`src/rtl/sram_arbiter.sv`:
```
// Arbiter and response router for the SRAM shared by the IFU and LSU.
// Define SRAM_ARB_STARVE_GUARD_EN to force an IFU grant after STARVE_MAX back-to-back LSU wins.
module sram_arbiter #(
  parameter int unsigned AW         = 15,
  parameter int unsigned DW         = 32,
  parameter int unsigned STARVE_MAX = 4
) (
  input  logic            clk,
  input  logic            rst_n,
  input  logic            ifu_req_valid,
  output logic            ifu_req_ready,
  input  logic [AW-1:0]   ifu_req_addr,
  output logic            ifu_rsp_valid,
  output logic [DW-1:0]   ifu_rsp_data,
  input  logic            lsu_req_valid,
  output logic            lsu_req_ready,
  input  logic            lsu_req_wen,
  input  logic [DW/8-1:0] lsu_req_wmask,
  input  logic [AW-1:0]   lsu_req_addr,
  input  logic [DW-1:0]   lsu_req_wdata,
  output logic            lsu_rsp_valid,
  output logic [DW-1:0]   lsu_rsp_data,
  output logic            ram_cs,
  output logic            ram_w_en,
  output logic [DW/8-1:0] ram_wmask,
  output logic [AW-1:0]   ram_addr,
  output logic [DW-1:0]   ram_wdata,
  input  logic [DW-1:0]   ram_dout
);

  typedef enum logic [1:0] {StIdle, StRspIfu, StRspLsuRd, StRspLsuWr} rsp_state_e;

  rsp_state_e state_q;
  logic       grant_ifu;
  logic       grant_lsu;
  logic       force_ifu;

`ifdef SRAM_ARB_STARVE_GUARD_EN
  localparam int unsigned CW = $clog2(STARVE_MAX + 1);

  logic [CW-1:0] starve_cnt_q;

  assign force_ifu = ifu_req_valid && lsu_req_valid && (starve_cnt_q == CW'(STARVE_MAX));

  always_ff @(posedge clk or negedge rst_n) begin
    if (!rst_n) begin
      starve_cnt_q <= '0;
    end else if (grant_ifu || !ifu_req_valid) begin
      starve_cnt_q <= '0;
    end else if (grant_lsu) begin
      starve_cnt_q <= starve_cnt_q + 1'b1;
    end
  end
`else
  assign force_ifu = 1'b0;
`endif

  // Gating with rst_n keeps the SRAM port quiet while reset is held.
  always_comb begin
    grant_lsu = rst_n && lsu_req_valid && !force_ifu;
    grant_ifu = rst_n && ifu_req_valid && !grant_lsu;
  end

  assign ifu_req_ready = grant_ifu;
  assign lsu_req_ready = grant_lsu;

  always_comb begin
    ram_cs    = 1'b0;
    ram_w_en  = 1'b0;
    ram_wmask = '0;
    ram_addr  = '0;
    ram_wdata = '0;
    if (grant_lsu) begin
      ram_cs    = 1'b1;
      ram_w_en  = lsu_req_wen;
      ram_wmask = lsu_req_wen ? lsu_req_wmask : '0;
      ram_addr  = lsu_req_addr;
      ram_wdata = lsu_req_wen ? lsu_req_wdata : '0;
    end else if (grant_ifu) begin
      ram_cs   = 1'b1;
      ram_addr = ifu_req_addr;
    end
  end

  // Response owner for the access granted last cycle; valids are registered alongside it.
  always_ff @(posedge clk or negedge rst_n) begin
    if (!rst_n) begin
      state_q       <= StIdle;
      ifu_rsp_valid <= 1'b0;
      lsu_rsp_valid <= 1'b0;
    end else begin
      ifu_rsp_valid <= grant_ifu;
      lsu_rsp_valid <= grant_lsu;
      if (grant_lsu) begin
        state_q <= lsu_req_wen ? StRspLsuWr : StRspLsuRd;
      end else if (grant_ifu) begin
        state_q <= StRspIfu;
      end else begin
        state_q <= StIdle;
      end
    end
  end

  assign ifu_rsp_data = (state_q == StRspIfu)   ? ram_dout : '0;
  assign lsu_rsp_data = (state_q == StRspLsuRd) ? ram_dout : '0;

endmodule
```
`config.mk`:
```
export PLATFORM = sky130hd
export DESIGN_NAME = sram_arbiter
export DESIGN_NICKNAME = d
export VERILOG_FILES = /design/src/rtl/sram_arbiter.sv
export SDC_FILE = /design/constraint.sdc
export NUM_CORES = 1
export LEC_CHECK = 0
export CAP_MARGIN = 0
export CORE_AREA = 2 2 87 89
export CTS_CLUSTER_SIZE = 40
export DETAILED_ROUTE_END_ITERATION = 8
export DIE_AREA = 0 0 89 91
export PLACE_DENSITY = 0.8
export SETUP_SLACK_MARGIN = 0.02
export SLEW_MARGIN = 20
export SYNTH_ARGS = -nofsm -noshare
export SYNTH_HDL_FRONTEND = slang
export SYNTH_SLANG_ARGS = --single-unit
```
`constraint.sdc`:
```
create_clock -name clk -period 1.25 [get_ports clk]
set_clock_uncertainty 0.05 [all_clocks]
set_input_delay 0.125 -clock clk [delete_from_list [all_inputs] [get_ports clk]]
set_output_delay 0.125 -clock clk [all_outputs]
set_load 0.005 [all_outputs]
```
# == After elaboration in Yosys (flattened, before gate mapping) ==
# Index checks and enable logic that the tools add are counted.
# word_totals
regBits,4
latchBits,0
mem_bits_rw,0
mem_bits_ro,0
out_inout_bits,121
word_cells,23
n_memories,0
# op_classes
addsub,0
n_mul,0
div_mod_pow,0
order_cmp,0
eq_ne,2
n_shift,0
mux,14
n_bitwise,0
n_reduce_logical,4
# op_table
cell,n
32-bit 2-to-1 mux,4
15-bit 2-to-1 mux,2
4-bit 2-to-1 mux,2
1-bit 2-to-1 mux,5
1-bit logical AND,3
"2-bit by 1-bit equality test with 1-bit output, second input constant",1
"2-bit equality test, second input constant",1
2-bit 2-to-1 mux,1
1-bit logical NOT,1

# == Logic depth before layout (Yosys ltp) ==
# depth
depth_word,5
depth_mapped,5

# == Worst setup path after synthesis ==
# Ideal clock, no wire load.
# synth_timing
path_kind,reg-to-output
startpoint,register lsu_rsp_valid (netlist name)
endpoint,output port ifu_rsp_data[10]
arrival_time_ps,952
slack_ps,123
stages_incl_launch_ff,4
n_path_buf,1
path_cell_list,dfrtp_1 > nor2b_1 > clkbuf_1 > and2_1
# synth_rtl
element,line_no,source
"end, declared",14,"output logic [DW-1:0] ifu_rsp_data,"

==> flow_results.xml <==
<?xml version="1.0" encoding="UTF-8"?>
<metrics>
  <group name="run_status">
    <metric name="run_status" unit="">finished, violations left</metric>
    <metric name="failing_checks" unit="">setup timing</metric>
  </group>
  <group name="floorplanning">
    <metric name="boundaryPins" unit="">224</metric>
    <metric name="dieHeight" unit="um">91</metric>
    <metric name="floorplan.core_area" unit="mm^2">0.00714</metric>
    <metric name="floorplan.die_area" unit="mm^2">0.00810</metric>
    <metric name="num_rows" unit="">31</metric>
    <metric name="start_util" unit="%">16.5</metric>
    <metric name="die_width" unit="um">89</metric>
  </group>
  <group name="worst_setup_path">
    <metric name="cp_data_arrival_time" unit="ps">1490</metric>
    <metric name="critical_path.endpoint_type" unit="">output port</metric>
    <metric name="required" unit="ps">1080</metric>
    <metric name="criticalPathCategory" unit="">flip-flop to output port</metric>
    <metric name="crit_fanout" unit="">4</metric>
    <metric name="critical_path.startpoint_type" unit="">flip-flop</metric>
  </group>
  <group name="power">
    <metric name="power.switching" unit="mW">0.402</metric>
    <metric name="p_int" unit="mW">1.10</metric>
    <metric name="power.leakage" unit="nW">1.95</metric>
    <metric name="ir_drop" unit="V">0.000228</metric>
    <metric name="power.share.switching" unit="%">26.8</metric>
    <metric name="power.density_cell_area" unit="mW/mm^2">367</metric>
    <metric name="power.share.combinational" unit="%">74.3</metric>
    <metric name="power.share.clock" unit="%">18.6</metric>
    <metric name="sequentialPowerShare" unit="%">7.1</metric>
  </group>
  <group name="synth">
    <metric name="mapped_nets" unit="">277</metric>
    <metric name="mapped_area" unit="mm^2">0.00118</metric>
    <metric name="ys_seq_elements" unit="">3</metric>
    <metric name="synth.yosys.seq_area_share" unit="%">6.36</metric>
    <metric name="syn_avg_cell_area" unit="um^2">6.78</metric>
    <metric name="synth_cells" unit="">174</metric>
    <metric name="synthesis.yosys.warnings" unit="">0</metric>
    <metric name="yosysUniqueCellTypes" unit="">16</metric>
  </group>
  <group name="timing">
    <metric name="max_slew.worst_pin.slew" unit="ps">206</metric>
    <metric name="timing_max_transition_violations_final" unit="">0</metric>
    <metric name="fin_crit_sh" unit="%">133</metric>
    <metric name="finalHoldViolations" unit="">0</metric>
    <metric name="final.setup.tns" unit="ps">-19110</metric>
    <metric name="setup-violations-final" unit="">65</metric>
    <metric name="fmax" unit="GHz">0.599</metric>
    <metric name="finalWorstSetupSlack" unit="ps">-418</metric>
    <metric name="timing.slew.headroom" unit="%">86.2</metric>
    <metric name="rsz0062_at_grt" unit="">yes</metric>
    <metric name="post_route_minimum_period" unit="ps">1670</metric>
    <metric name="finalHoldWorstSlack" unit="ps">236</metric>
  </group>
  <group name="placed_design">
    <metric name="placed_cells_incl_taps" unit="">495</metric>
    <metric name="dpl_cell_area" unit="mm^2">0.00358</metric>
    <metric name="placement.io_buffers" unit="">223</metric>
    <metric name="detailedPlacementHpwl" unit="um">6070</metric>
    <metric name="finalWeightedCongestion" unit="">0.767</metric>
  </group>
  <group name="grt">
    <metric name="grt_util_met3" unit="%">6.27</metric>
    <metric name="grt_pass1_vias" unit="">2040</metric>
    <metric name="gr-total-overflow" unit="">0</metric>
    <metric name="number_of_antenna_violations_at_the_first_check_in_global_routing" unit="">1</metric>
    <metric name="grt.met2_usage" unit="%">34.0</metric>
    <metric name="grt.busiest_layer" unit="">met2</metric>
    <metric name="grt_first_pass_wirelength" unit="um">10700</metric>
    <metric name="grt_start_max_net_pins" unit="">33</metric>
    <metric name="grt_use_total" unit="%">17.2</metric>
    <metric name="met1_usage" unit="%">16.6</metric>
  </group>
  <group name="clock_tree">
    <metric name="cts_htree_levels" unit="">1</metric>
    <metric name="clock-root-buffer" unit="">sky130_fd_sc_hd__clkbuf_8</metric>
    <metric name="clkSinkCount" unit="">3</metric>
    <metric name="max-clock-path-buffers" unit="">2</metric>
    <metric name="clkTransAtPathRegs" unit="ps">30</metric>
    <metric name="cts_tree" unit="">yes</metric>
    <metric name="number_of_buffers_inserted_during_clock_tree_synthesis" unit="">3</metric>
  </group>
  <group name="cells_and_area">
    <metric name="sequential_cell_area" unit="um^2">75.1</metric>
    <metric name="fillerInstances" unit="">623</metric>
    <metric name="post-route-cell-area" unit="mm^2">0.00409</metric>
    <metric name="final-instance-count-excl-fill" unit="">535</metric>
    <metric name="syn2layout_area_growth" unit="%">247</metric>
    <metric name="final_cell_mix" unit="">sky130_fd_sc_hd__clkdlybuf4s50_1 (99), sky130_fd_sc_hd__buf_6 (70), sky130_fd_sc_hd__and2_4 (56)</metric>
    <metric name="nNetsFinal" unit="">539</metric>
    <metric name="final_util" unit="%">57.3</metric>
    <metric name="combined_area_of_the_multi_input_logic_cells" unit="mm^2">0.00109</metric>
    <metric name="drive_gt1_share" unit="%">50.1</metric>
    <metric name="layout.cells.most_common" unit="">sky130_fd_sc_hd__clkdlybuf4s50_1</metric>
  </group>
  <group name="route">
    <metric name="route.detailed.wl_per_inst" unit="um">15.7</metric>
    <metric name="viasPerCell" unit="">4.14</metric>
    <metric name="drcViolationCount" unit="">0</metric>
    <metric name="vias" unit="">2217</metric>
    <metric name="drtPass1Iterations" unit="">4</metric>
    <metric name="finalWirelength" unit="um">8410</metric>
    <metric name="route.antenna.remaining_nets" unit="">0</metric>
    <metric name="drt_first_iter_violations" unit="">28</metric>
  </group>
  <group name="worst_hold_path">
    <metric name="holdCritPathClass" unit="">input port to flip-flop</metric>
  </group>
  <group name="run">
    <metric name="max_cap_viol_count" unit="">0</metric>
  </group>
</metrics>
==> layout make-up <==
class                           count  area share [%]
Antenna cell                        1          0.0612
Clock buffer                        4            1.10
Multi-Input combinational cell    154            26.6
Sequential cell                     3            1.84
Tap cell                           99            3.03
Timing Repair Buffer              274            67.4
==> worst paths after layout <==
check	startpoint	endpoint	cells after the start
worst max-delay path	lsu_rsp_valid$_DFF_PN0_	ifu_rsp_data[11]	7
worst min-delay path	lsu_req_wen	state_q[0]$_DFF_PN0_	4
max in group asynchronous	rst_n	ifu_rsp_valid$_DFF_PN0_	3
min in group asynchronous	rst_n	state_q[0]$_DFF_PN0_	3
==> per-stage QoR <==
stage	power (mW)	worst slack, ps
floorplan	0.344	123
global placement	1.02	-639
detailed placement	1.03	-698
CTS	1.33	-564
global route	1.59	-463
finish	1.50	-418
==> metal layers <==
layer  up-vias  part of all wire [%]
li1       1071                     -
met1      1010                    33
met2       120                    55
met3        14                    10
met4         2                   1.5
met5         -                  0.15
==> critical path, stage by stage, from the launching register on <==
cell and delay [ps]:
sky130_fd_sc_hd__dfrtp_1 400, sky130_fd_sc_hd__nor2b_4 220, sky130_fd_sc_hd__clkbuf_16 170, sky130_fd_sc_hd__buf_6 90, sky130_fd_sc_hd__buf_6 90, sky130_fd_sc_hd__buf_6 90
sky130_fd_sc_hd__and2_4 130, sky130_fd_sc_hd__buf_6 80
==> cell usage after synthesis <==
| cell | count | area, um^2 |
|---|---|---|
| sky130_fd_sc_hd__buf_4 | 2 | 15.0 |
| sky130_fd_sc_hd__and2_1 | 76 | 475 |
| sky130_fd_sc_hd__dfrtp_1 | 3 | 75.1 |
| sky130_fd_sc_hd__nor2b_1 | 3 | 18.8 |
| sky130_fd_sc_hd__o21ai_0 | 15 | 75.1 |
| sky130_fd_sc_hd__buf_2 | 2 | 10.0 |
| sky130_fd_sc_hd__mux2i_1 | 1 | 10.0 |
| sky130_fd_sc_hd__and2_4 | 25 | 219 |
| sky130_fd_sc_hd__nor2_1 | 1 | 3.75 |
| sky130_fd_sc_hd__nand3_1 | 15 | 75.1 |
| sky130_fd_sc_hd__and3_4 | 1 | 11.3 |
| sky130_fd_sc_hd__nand2b_1 | 15 | 93.8 |
| sky130_fd_sc_hd__clkbuf_1 | 8 | 30.0 |
| sky130_fd_sc_hd__nand2_1 | 1 | 3.75 |
| sky130_fd_sc_hd__buf_6 | 5 | 56.3 |
| sky130_fd_sc_hd__o21a_1 | 1 | 7.51 |
==> registers in the layout, indices dropped and copies added, names as in the netlist <==
register       count
state_q            1
ifu_rsp_valid      1
lsu_rsp_valid      1
==> kinds of logic after synthesis <==
group,synth area share [%]
AO/OA/AOI/OAI,7.00
buffers and inverters,9.44
flip-flops,6.36
multiplexers,0.848
AND/OR/NAND/NOR,76.4
==> power groups by stage <==
stage | clock [mW] | combinational [mW] | sequential [mW]
3_5_place_dp | 0 | 0.927 | 0.106
5_1_grt | 0.298 | 1.19 | 0.107
6_report | 0.280 | 1.12 | 0.106
2_1_floorplan | 0 | 0.238 | 0.106
4_1_cts | 0.283 | 0.940 | 0.107
3_3_place_gp | 0 | 0.911 | 0.106
==> what timing repair did <==
action,CTS,global route
pin swaps,2,35
endpoints found under the hold margin,3,0
setup endpoints to repair,121,100
cloned,5,5
buffers inserted,5,20
hold buffers,1,0
gates resized for setup,295,212
Note: power is estimated with default switching activity, not from simulation.
